--- config.mk ---
export PLATFORM = sky130hd
export DESIGN_NAME = spi_tx_sequencer
export DESIGN_NICKNAME = d
export VERILOG_FILES = /design/src/rtl/spi_tx_sequencer.sv
export SDC_FILE = /design/constraint.sdc
export NUM_CORES = 1
export LEC_CHECK = 0
export CAP_MARGIN = 20
export CORE_MARGIN = 1
export CORE_UTILIZATION = 40
export CTS_BUF_LIST = sky130_fd_sc_hd__clkbuf_4 sky130_fd_sc_hd__clkbuf_8
export CTS_CLUSTER_SIZE = 10
export DETAILED_ROUTE_END_ITERATION = 7
export PLACE_DENSITY_LB_ADDON = 0.3
export SLEW_MARGIN = 20
export SYNTH_ARGS = -nofsm -noshare
export SYNTH_HDL_FRONTEND = slang
export SYNTH_SLANG_ARGS = --single-unit
export TNS_END_PERCENT = 5
--- constraint.sdc ---
create_clock -name clk -period 2.75 [get_ports clk]
set_input_delay 0.55 -clock clk [delete_from_list [all_inputs] [get_ports clk]]
set_output_delay 0.55 -clock clk [all_outputs]
set_load 0.1 [all_outputs]
--- src/rtl/spi_tx_sequencer.sv ---
// spi_tx_sequencer: byte FIFO plus frame sequencer that drives an SPI master's strt/data_in and holds the SPI mode
module spi_tx_sequencer #(
  parameter int DEPTH       = 4,
  parameter int STRT_CYCLES = 2,
  parameter int GAP_CYCLES  = 4,
  parameter int TIMEOUT     = 64
) (
  input  logic                     clk,
  input  logic                     rst,
  input  logic                     wr_en,
  input  logic [7:0]               wr_data,
  input  logic                     cfg_we,
  input  logic                     cfg_cph,
  input  logic                     cfg_ckp,
  input  logic                     err_clr,
  input  logic                     CS,
  output logic [7:0]               data_in,
  output logic                     strt,
  output logic                     CPH,
  output logic                     CKP,
  output logic                     full,
  output logic                     empty,
  output logic [$clog2(DEPTH):0]   count,
  output logic                     busy,
  output logic [7:0]               frames_done,
  output logic                     ovf_err,
  output logic                     to_err
);
  localparam int AW  = $clog2(DEPTH);
  localparam int CNW = AW + 1;
  localparam int MX  = TIMEOUT > STRT_CYCLES ? (TIMEOUT > GAP_CYCLES ? TIMEOUT : GAP_CYCLES)
                                             : (STRT_CYCLES > GAP_CYCLES ? STRT_CYCLES : GAP_CYCLES);
  localparam int CW  = $clog2(MX) + 1;
  localparam logic [2:0] IDLE      = 3'd0;
  localparam logic [2:0] LOAD      = 3'd1;
  localparam logic [2:0] START     = 3'd2;
  localparam logic [2:0] WAIT_LOW  = 3'd3;
  localparam logic [2:0] WAIT_HIGH = 3'd4;
  localparam logic [2:0] GAP       = 3'd5;
  logic [7:0]     mem [DEPTH];
  logic [AW-1:0]  wr_ptr, rd_ptr;
  logic [CNW-1:0] count_nx;
  logic [2:0]     state, state_nx;
  logic [CW-1:0]  cnt, lim;
  logic           last, pop, push, ovf_ev, to_ev;
  // one shared cycle counter; its terminal value depends on which timed state we are in
  assign lim      = state == START ? CW'(STRT_CYCLES - 1) : state == WAIT_LOW ? CW'(TIMEOUT - 1) : CW'(GAP_CYCLES - 1);
  assign last     = cnt == lim;
  assign pop      = state == IDLE && count != '0;
  assign push     = wr_en && !full;
  assign ovf_ev   = wr_en && full;
  assign to_ev    = state == WAIT_LOW && CS && last;
  assign count_nx = count + CNW'(push) - CNW'(pop);
  always_comb begin
    state_nx = state;
    case (state)
      IDLE:      state_nx = pop ? LOAD : IDLE;
      LOAD:      state_nx = START;
      START:     state_nx = last ? WAIT_LOW : START;
      WAIT_LOW:  state_nx = !CS ? WAIT_HIGH : last ? GAP : WAIT_LOW;
      WAIT_HIGH: state_nx = CS ? GAP : WAIT_HIGH;
      GAP:       state_nx = last ? IDLE : GAP;
      default:   state_nx = IDLE;
    endcase
  end
  always_ff @(posedge clk) begin
    if (push) mem[wr_ptr] <= wr_data;
  end
  always_ff @(posedge clk) begin
    if (rst) begin
      state       <= IDLE;
      cnt         <= '0;
      wr_ptr      <= '0;
      rd_ptr      <= '0;
      count       <= '0;
      full        <= 1'b0;
      empty       <= 1'b1;
      data_in     <= '0;
      strt        <= 1'b0;
      CPH         <= 1'b0;
      CKP         <= 1'b1;
      busy        <= 1'b0;
      frames_done <= '0;
      ovf_err     <= 1'b0;
      to_err      <= 1'b0;
    end else begin
      state   <= state_nx;
      cnt     <= state_nx != state ? '0 : cnt + CW'(1);
      count   <= count_nx;
      full    <= count_nx == CNW'(DEPTH);
      empty   <= count_nx == '0;
      strt    <= state_nx == START;
      busy    <= state_nx != IDLE;
      ovf_err <= ovf_ev | (ovf_err & ~err_clr);
      to_err  <= to_ev | (to_err & ~err_clr);
      if (push) wr_ptr <= wr_ptr + AW'(1);
      if (pop) begin
        data_in <= mem[rd_ptr];
        rd_ptr  <= rd_ptr + AW'(1);
      end
      if (state == WAIT_HIGH && CS) frames_done <= frames_done + 8'd1;
      // mode only moves when no frame is running or pending
      if (cfg_we && state == IDLE && empty) begin
        CPH <= cfg_cph;
        CKP <= cfg_ckp;
      end
    end
  end
endmodule

==> metrics.md <==
| Metric | Value |
|---|---|
| Cell family with the largest share of critical-path delay | `simple AND/OR/NAND/NOR gates` |
| I/O pins | `43` |
| Slowest stage cell, crit path | `or4_1` |
| Final period util | `88.4%` |
| Mapped Area | `3060 sq um` |
| Mean cell area of the mapped netlist | `11.9 sq um` |
| Area after DPL | `3600 sq um` |
| Hold Buf Count CTS | `0` |
| Number of flops mapped to enable cells by yosys | `32` |
| Worst EP required | `3.04 ns` |
| Leak | `0.00143 uW` |
| Routed Antenna Nets | `0` |
| # DRC | `0` |
| Top Metal Used | `met4` |
| Unrepaired setup endpoints after global routing | `false` |
| Synth Instances | `258` |
| Die ar. | `8000 sq um` |
| Worst Max-Slew Pin Slew | `0.647 ns` |
| First-pass GRT wire length | `9200 microns` |
| Starting Density | `41.7%` |
| Rel. slew slack | `56.8%` |
| Post-synth ARST share | `0%` |
| # diodes | `0` |
| Row count | `31` |
| Hold wc startpoint | `data_in[2]$_SDFFE_PP0P_` |
| WP buf/inv | `3` |
| Status | `finished clean` |
| Setup bufs post-CTS | `0` |
| Wire per inst | `13.9 microns` |
| DP Wirelength | `3930 microns` |
| Remaining Overflow, GRT | `0` |
| Worst Setup SP | `count[1]$_SDFF_PP0_` |
| DR WL met2 | `2780 microns` |
| Port buffer count | `42` |
| Dominant cell type by area after synthesis | `edfxtp_1` |
| Setup-failing EPs final | `0` |
| Power Density | `1080 nW/um^2` |
| Synth top area cells | `edfxtp_1 (31%), dfxtp_1 (27%), mux4_2 (5.9%), nor2_1 (3.4%), ha_1 (3.3%)` |
| Via count | `2032` |
| Clock skew | `0.00737 ns` |
| Largest net degree at the start of global routing | `22` |
| Unique masters post-synth | `49` |
| Total track usage | `15.9%` |
| Vias per inst | `4.94` |
| Placed Cells | `395` |
| CP Max Fanout | `4` |
| Initial antenna violation count | `0` |
| Root Buffer | `clkbuf_8` |
| Crit path cell chain | `nor3_2 -> or4_1 -> inv_4 -> ha_4 -> inv_2 -> ha_4 -> inv_2 -> fa_2 -> xor2_1 -> xnor2_1 -> nor2_1 -> and3_1` |
| Drt total wl | `5720 microns` |
| Clock transition at path regs | `0.08 ns` |
| Max-cap violations | `0` |
| Die Y | `89.5 microns` |
| CTS tree | `built` |
| Layout Cells excl Fill | `411` |
| Pre-Repair DR Iteration Count | `4` |
| Synthesis-to-finish area growth | `23.4%` |
| Met3 WL | `291 microns` |
| Top_reg_cell synth | `dfxtp_1` |
| Syn nets | `283` |
| Core box area | `7330 sq um` |
| Post-synth top area share | `31.4%` |
| Wl on met1 | `2570 microns` |
| Clock sink count | `73` |
| Finished Cell Area | `3770 sq um` |
| Synth Warn # | `0` |
| Fin. Hold Viols | `0` |
| CTS Buf Count | `9` |
| F_max | `411 MHz` |
| HP Class | `flop to flop` |
| Clock Latency Late Sink | `0.34 ns` |
| Worst vdd ir | `0.579 mV` |
| Seq/Total Area, Yosys | `58.2%` |
| Pins over their slew limit | `0` |
| CP Launch Type | `flop` |
| Share of layout cells above drive strength 1 | `23.7%` |
| Fin crit period | `2.43 ns` |
| Seq cells post-synth | `73` |
| Critical register-to-register path startpoint | `count[1]$_SDFF_PP0_` |
| CP endpoint kind | `flop` |
| H-tree depth | `3` |
| Layout net count | `332` |
| Clk buf depth | `2` |
| PostCTS Resize Cnt | `0` |
| Gp weighted congestion | `0.771` |
| WP data arrival | `2.73 ns` |
| Critical Path Max Stage Delay | `0.54 ns` |
| Die outline width | `89.5 microns` |
| WS Path Type | `flop to flop` |
| 1st-iter DRT viols | `52` |
| Vias in the first global route | `1894` |
==> cell usage after synthesis, drive strengths merged (2+ instances only) <==
cell type,n
inv,9
nand3b,2
mux2i,6
nand2b,3
a21oi,15
and3,4
mux4,8
nor2,28
nand3,9
nor2b,6
buf,6
dfxtp,41
xor2,10
nand2,20
xnor2,7
o21ai,3
or4,2
clkbuf,8
nand4,3
edfxtp,32
ha,8
and2,4
nor3,2
==> through the flow <==
stage	utilization (%)	setup WS (ns)	setup TNS, ns	power [uW]	hold WS, ns
2_1_floorplan	-	-0.0388	-0.0413	2990	0.456
3_3_place_gp	49.1	0.0492	0	3350	0.448
3_5_place_dp	49.1	0.00397	0	3380	0.451
4_1_cts	51.5	0.312	0	4140	0.462
5_1_grt	51.5	0.170	0	4330	0.484
6_report	51.5	0.318	0	4090	0.458
==> state kept, by name, summed over array words and instances, names as in the netlist <==
signal / cells
strt: 1
empty: 1
wr_ptr: 2
CPH: 1
ovf_err: 1
full: 1
frames_done: 8
data_in: 8
busy: 1
count: 3
rd_ptr: 2
CKP: 1
state: 3
to_err: 1
mem: 32
cnt: 7
==> path summary, 6_finish.rpt <==
| check | end | cells past startpoint | slack (ns) |
|---|---|---|---|
| worst min-delay path | data_in[2]$_SDFFE_PP0P_ | 2 | 0.46 |
| worst min register to register | data_in[2]$_SDFFE_PP0P_ | 2 | 0.46 |
| worst max-delay path | full$_SDFF_PP0_ | 12 | 0.32 |
| worst max register to register | full$_SDFF_PP0_ | 12 | 0.32 |
==> cells by family (layout without fill, tap and decap cells) <==
| kind of cell | Yosys count | in the layout | synth area share, % |
|---|---|---|---|
| AND/OR/NAND/NOR | 92 | 92 | 15.5 |
| adder cells (fa/ha/maj) | 9 | 9 | 3.93 |
| flip-flops | 73 | 73 | 58.2 |
| XOR/XNOR | 17 | 17 | 4.87 |
| multiplexers | 14 | 14 | 7.98 |
| buffers and inverters | 23 | 77 | 3.03 |
| AO/OA/AOI/OAI | 30 | 30 | 6.42 |
==> final cells by class <==
type                       count  area, sq um
timing repair buffer          52          428
multi-input combinational    162         1220
clock buffer                  11          145
tap                           99          124
sequential                    73         1790
clock inverter                 5         31.3
inverter                       9         36.3
fill                         657         3560
==> per-layer routing <==
metal / GRT usage (%) / vias up
li1: - / 1020
met1: 19.4 / 961
met2: 25.8 / 45
met3: 6.00 / 6
met4: 5.48 / 0
met5: 0 / -
==> report_power, final <==
part | internal, uW | total, uW | switching (uW)
Clock | 359 | 754 | 395
Sequential | 1340 | 1490 | 151
Combinational | 582 | 1840 | 1260
Total | 2280 | 4090 | 1800
==> placed cells by master, fill, tap and decap left out, drive strengths merged, types with 7 or more instances in the layout <==
master         count
mux4               8
xnor2              7
buf               37
xor2              10
inv               10
clkbuf            11
clkdlybuf4s50     15
nand2             20
nand3              9
nor2              28
dfxtp             41
ha                 8
edfxtp            32
a21oi             15
==> tightest hold or removal path: stages (launching register included) <==
cell and delay [ns]:
dfxtp_1 0.31, nand2_1 0.05, a21oi_1 0.05
Power figures use the tool's default switching activity.
